File: config.mk
export PLATFORM = sky130hd
export DESIGN_NAME = mem_arbiter
export DESIGN_NICKNAME = d
export VERILOG_FILES = /design/src/rtl/arb_pkg.sv /design/src/rtl/arb_rr_pick.sv /design/src/rtl/mem_arbiter.sv
export SDC_FILE = /design/constraint.sdc
export NUM_CORES = 1
export LEC_CHECK = 0
export ABC_AREA = 0
export BUFFER_PORTS_ARGS = -buffer_cell sky130_fd_sc_hd__buf_2
export CORE_AREA = 2 2 120 122
export CTS_BUF_LIST = sky130_fd_sc_hd__clkbuf_4 sky130_fd_sc_hd__clkbuf_8
export DETAILED_ROUTE_END_ITERATION = 10
export DIE_AREA = 0 0 122 124
export HOLD_SLACK_MARGIN = 0.05
export PLACE_DENSITY = 0.86
export SYNTH_ARGS = -nofsm -noshare
export SYNTH_HDL_FRONTEND = slang
export SYNTH_SLANG_ARGS = --single-unit
File: constraint.sdc
create_clock -name clk -period 2.9 [get_ports clk]
set_clock_uncertainty 0.2 [all_clocks]
set_input_delay 0.58 -clock clk [delete_from_list [all_inputs] [get_ports clk]]
set_output_delay 0.58 -clock clk [all_outputs]
set_load 0.01 [all_outputs]
File: src/rtl/arb_pkg.sv
// Shared arbiter types: FSM state encoding, master id and the core's mode constants.
package arb_pkg;

  typedef logic [1:0] arb_state_t;
  localparam arb_state_t IDLE = 2'd0;
  localparam arb_state_t BUSY = 2'd1;
  localparam arb_state_t DONE = 2'd2;

  typedef logic master_id_t;

  localparam logic [2:0] MODE_FETCH = 3'b111;

  function automatic logic [1:0] id_onehot(input master_id_t id);
    return id ? 2'b10 : 2'b01;
  endfunction

endpackage

File: src/rtl/arb_rr_pick.sv
// Combinational winner selection between two requesters, round-robin or fixed priority.
module arb_rr_pick
  import arb_pkg::*;
(
  input  logic [1:0] req,
  input  master_id_t rr_last,
  input  logic       fixed,
  output master_id_t winner,
  output logic       valid
);

  always_comb begin
    valid  = |req;
    winner = req[1];
    // On contention, fixed mode favours M0; otherwise whoever was not served last.
    if (req == 2'b11)
      winner = fixed ? 1'b0 : ~rr_last;
  end

endmodule

File: src/rtl/mem_arbiter.sv
// Two-master memory port arbiter, one whole transaction at a time.
// Define ARB_TIMEOUT_EN to abort slave transactions that exceed TIMEOUT cycles.
module mem_arbiter
  import arb_pkg::*;
#(
  parameter int XLEN       = 32,
  parameter int FIXED_PRIO = 0,
  parameter int TIMEOUT    = 255
) (
  input  logic              clk,
  input  logic              rst,
  input  logic [1:0]        m_req,
  input  logic [1:0]        m_wen,
  input  logic [5:0]        m_mode,
  input  logic [2*XLEN-1:0] m_addr,
  input  logic [2*XLEN-1:0] m_wdat,
  output logic [2*XLEN-1:0] m_rdat,
  output logic [1:0]        m_ready,
  output logic [1:0]        m_err,
  output logic              s_req,
  output logic              s_wen,
  output logic [2:0]        s_mode,
  output logic [XLEN-1:0]   s_addr,
  output logic [XLEN-1:0]   s_wdat,
  input  logic [XLEN-1:0]   s_rdat,
  input  logic              s_ready,
  output logic              grant_id
);

  arb_state_t state;
  master_id_t rr_last;
  master_id_t pick_id;
  logic       pick_valid;
  logic       timed_out;

  arb_rr_pick u_pick (
    .req     (m_req),
    .rr_last (rr_last),
    .fixed   (FIXED_PRIO != 0),
    .winner  (pick_id),
    .valid   (pick_valid)
  );

`ifdef ARB_TIMEOUT_EN
  localparam int CNT_W = ($clog2(TIMEOUT + 1) > 8) ? $clog2(TIMEOUT + 1) : 8;

  logic [CNT_W-1:0] busy_cnt;
  logic [1:0]       err_q;

  // Counter sits at zero outside BUSY, so it starts fresh on every grant.
  always_ff @(posedge clk) begin
    if (!rst || state != BUSY)
      busy_cnt <= '0;
    else
      busy_cnt <= busy_cnt + 1'b1;
  end

  assign timed_out = (busy_cnt == CNT_W'(TIMEOUT - 1));

  always_ff @(posedge clk) begin
    if (!rst)
      err_q <= 2'b00;
    else if (state == BUSY && !s_ready && timed_out)
      err_q <= id_onehot(grant_id);
    else if (state == DONE)
      err_q <= 2'b00;
  end

  assign m_err = err_q;
`else
  assign timed_out = 1'b0;
  assign m_err     = 2'b00;
`endif

  always_ff @(posedge clk) begin
    if (!rst) begin
      state    <= IDLE;
      s_req    <= 1'b0;
      s_wen    <= 1'b0;
      s_mode   <= 3'b000;
      s_addr   <= '0;
      s_wdat   <= '0;
      m_ready  <= 2'b00;
      m_rdat   <= '0;
      grant_id <= 1'b0;
      rr_last  <= 1'b1;
    end else begin
      case (state)
        IDLE: begin
          if (pick_valid) begin
            s_wen    <= pick_id ? m_wen[1] : m_wen[0];
            s_mode   <= pick_id ? m_mode[5:3] : m_mode[2:0];
            s_addr   <= pick_id ? m_addr[2*XLEN-1:XLEN] : m_addr[XLEN-1:0];
            s_wdat   <= pick_id ? m_wdat[2*XLEN-1:XLEN] : m_wdat[XLEN-1:0];
            s_req    <= 1'b1;
            grant_id <= pick_id;
            state    <= BUSY;
          end
        end
        BUSY: begin
          if (s_ready) begin
            s_req   <= 1'b0;
            s_wen   <= 1'b0;
            m_ready <= id_onehot(grant_id);
            rr_last <= grant_id;
            if (grant_id) m_rdat[2*XLEN-1:XLEN] <= s_rdat;
            else          m_rdat[XLEN-1:0]      <= s_rdat;
            state   <= DONE;
          end else if (timed_out) begin
            // Aborted transactions return zero data and do not advance round-robin.
            s_req   <= 1'b0;
            m_ready <= id_onehot(grant_id);
            if (grant_id) m_rdat[2*XLEN-1:XLEN] <= '0;
            else          m_rdat[XLEN-1:0]      <= '0;
            state   <= DONE;
          end
        end
        DONE: begin
          m_ready <= 2'b00;
          state   <= IDLE;
        end
        default: state <= IDLE;
      endcase
    end
  end

endmodule

==> Flow_metrics.wiki <==
{| class="wikitable"
! Metric !! Value
|-
| Sequential fraction of the synthesis area || 48.8%
|-
| Maximum operating frequency || 0.423 GHz
|-
| Clock H-tree levels || 4
|-
| Routed via count divided by cell count || 5.36
|-
| FP Rows || 43
|-
| Overall overflow remaining after global route || 0
|-
| Per-instance average area after synthesis || 8.04 um^2
|-
| Fin nets || 1146
|-
| Post CTS Setup Buffer Count || 0
|-
| Class of the most critical setup path || reg2out
|-
| Static leakage power || 0.00354 uW
|-
| Total standard cell area after synthesis || 0.00571 mm^2
|-
| CORE AREA || 0.0137 mm^2
|-
| Synth Register Bits || 139
|-
| Pin count of the biggest net entering global routing || 70
|-
| Maximum clock insertion buffer count || 2
|-
| Die area || 0.0151 mm^2
|-
| Initial antenna violation count || 0
|-
| Largest fanout of any net on the critical path || 19
|-
| PostCTS Resize Cnt || 0
|-
| DRT iter0 DRCs || 469
|-
| Arr. time, crit path || 1.59 ns
|-
| TritonCTS clock tree || built
|-
| Slew Viols, Final || 0
|-
| Wirelength per Cell || 15.5 um
|-
| Routed WL || 18100 um
|-
| Die span in x || 122 um
|-
| Synth-to-Final Area Change || 34.8%
|-
| Cell at the root of the clock tree || clkbuf_8
|-
| Outcome || complete, no violations
|-
| Critical path cell sequence || buf_2
|-
| Worst-Margin Slew || 0.846 ns
|-
| Count of distinct cell types in the synthesized netlist || 36
|-
| Worst-Skew Late Latency || 0.44 ns
|-
| RSZ-0062 raised after global routing || false
|-
| IO Count || 311
|-
| DRC viols || 0
|-
| Peak ir drop on the vdd network || 0.000313 V
|-
| Power density over cell area || 589 mW/mm^2
|-
| Starting density of the core || 41.6%
|-
| DP Wirelength || 12800 um
|-
| Area of the multi-input gates || 0.00260 mm^2
|-
| TritonRoute pass-1 iters || 5
|-
| Post-route fraction of the period consumed by the critical path || 81.6%
|-
| Critical Path End Type || output port
|-
| First-pass GRT wire length || 27500 um
|-
| Number of buffer and inverter stages on the critical path || 1
|-
| Placer congestion estimate || 0.788
|-
| Critical path startpoint category || register
|-
| Cell with the biggest individual delay on the critical path || dfxtp_1
|-
| Most frequent cells in the layout || 308 x buf_2, 201 x nand2_1, 139 x dfxtp_1
|-
| Path category of the worst min-delay check || in2reg
|-
| Number of routed nets with antenna violations || 0
|-
| Slew HR || 43.5%
|-
| Layout cell share with drive strength beyond 1 || 37.5%
|-
| Highest cell delay on the worst timing path || 0.88 ns
|-
| Synthesized instance count || 710
|-
| Final critical path time including I/O delays and setup || 2.37 ns
|-
| Vias in the first global route || 5548
|-
| Kind of cell with the highest combined delay on the critical path || flip-flops
|-
| Register Area || 0.00278 mm^2
|-
| IO buf count || 308
|-
| Required time reported for the critical path endpoint || 2.12 ns
|-
| Number of sinks driven by the clock tree || 139
|-
| Final TNS setup || 0 ns
|-
| Number of maximum-capacitance constraint violations || 0
|-
| Total global routing track utilization || 23.0%
|-
| Most common cell after layout, fill and taps aside || buf_2
|-
| Final core utilization || 56.1%
|-
| Hold buffer count at cts || 0
|-
| Final-layout fill cell count || 1263
|-
| Number of vias in the routed layout || 6253
|-
| Clock slew seen by the registers of the worst setup and hold paths || 0.08 ns
|-
| N_diodes || 0
|-
| Total power consumption of the routed design || 4530 uW
|-
| Die Y || 124 um
|-
| Count of warnings emitted by yosys || 0
|-
| Min Hold Slack || 0.176 ns
|-
| Number of setup violations in the final report || 0
|-
| Final hold violations || 0
|-
| Num CTS Buffers || 17
|}
-- synth_stat cells (all sizes together) --
cell type	count	area, um^2
a21bo	1	10.0
a21boi	2	18.8
a21oi	103	515
a221oi	1	8.76
a22oi	1	7.51
a311oi	67	643
a31oi	2	12.5
and2	1	6.26
and4b	1	10.0
buf	30	166
clkbuf	48	181
conb	1	3.75
dfxtp	139	2780
inv	2	7.50
mux2i	1	10.0
nand2	201	754
nand2b	1	6.26
nand3	32	160
nand3b	1	7.51
nor2	3	18.8
nor3	1	5.00
nor3b	1	7.51
nor4bb	1	10.0
o211ai	1	7.51
o21a	2	15.0
o21ai	65	325
or2	1	6.26
-- worst reg2reg max path, stage by stage (launching register included) --
cell,delay [ns]
dfxtp_1,0.88
and4b_2,0.37
buf_12,0.26
nand3_1,0.13
o21ai_1,0.12
-- logic make-up after synthesis --
group,synth area share [%]
AO/OA/AOI/OAI,27.4
AND/OR/NAND/NOR,17.4
flip-flops,48.8
buffers and inverters,6.23
multiplexers,0.175
other,0.0657
-- flip-flops by register name (all words and copies together), names as in the netlist --
name and count:
m_rdat 64, s_addr 32, s_wdat 32, s_mode 3, m_ready 2, state 2
grant_id 1, rr_last 1, s_req 1, s_wen 1
-- power by group --
| group | leakage [uW] | internal (uW) | switching (uW) |
|---|---|---|---|
| Combinational | 0.00220 | 352 | 495 |
| Sequential | 0.00114 | 2050 | 87.9 |
| Clock | 0.000198 | 776 | 765 |
| Total | 0.00354 | 3180 | 1350 |
-- stage by stage --
step / cell area [um^2] / worst slack, ns / std cells
2_1_floorplan: 5710 / 0.963 / 711
3_3_place_gp: 7300 / 0.741 / 1134
3_5_place_dp: 7300 / 0.677 / 1134
4_1_cts: 7690 / 0.476 / 1166
5_1_grt: 7690 / 0.456 / 1166
6_report: 7690 / 0.535 / 1166
-- cell type report --
type / instances / area share [%]
multi-input combinational: 492 / 33.8
clock inverter: 14 / 1.90
tap: 180 / 2.93
timing repair buffer: 321 / 22.0
sequential: 139 / 36.2
inverter: 2 / 0.114
clock buffer: 18 / 3.14
-- metal layers --
metal  routed length, um  part of all wire, %  global-route usage, %  up-vias
met5                   0                    0                      0        -
met4                 463                  2.6                   9.84        0
met3                1480                  8.2                   5.82       35
li1                    -                    -                      -     3029
met1                7200                   40                   27.7     2896
met2                8950                   49                   39.0      293
-- worst paths after layout --
| check | from | endpoint | slack (ns) | cells after the start |
|---|---|---|---|---|
| worst max-delay path | grant_id | grant_id | 0.53 | 1 |
| worst min-delay path | s_rdat[8] | m_rdat[40] | 0.18 | 3 |
| worst max register to register | grant_id | m_rdat[62] | 0.87 | 4 |
| worst min register to register | m_rdat[32] | m_rdat[32] | 0.25 | 2 |
Note: power is estimated with default switching activity, not from simulation.
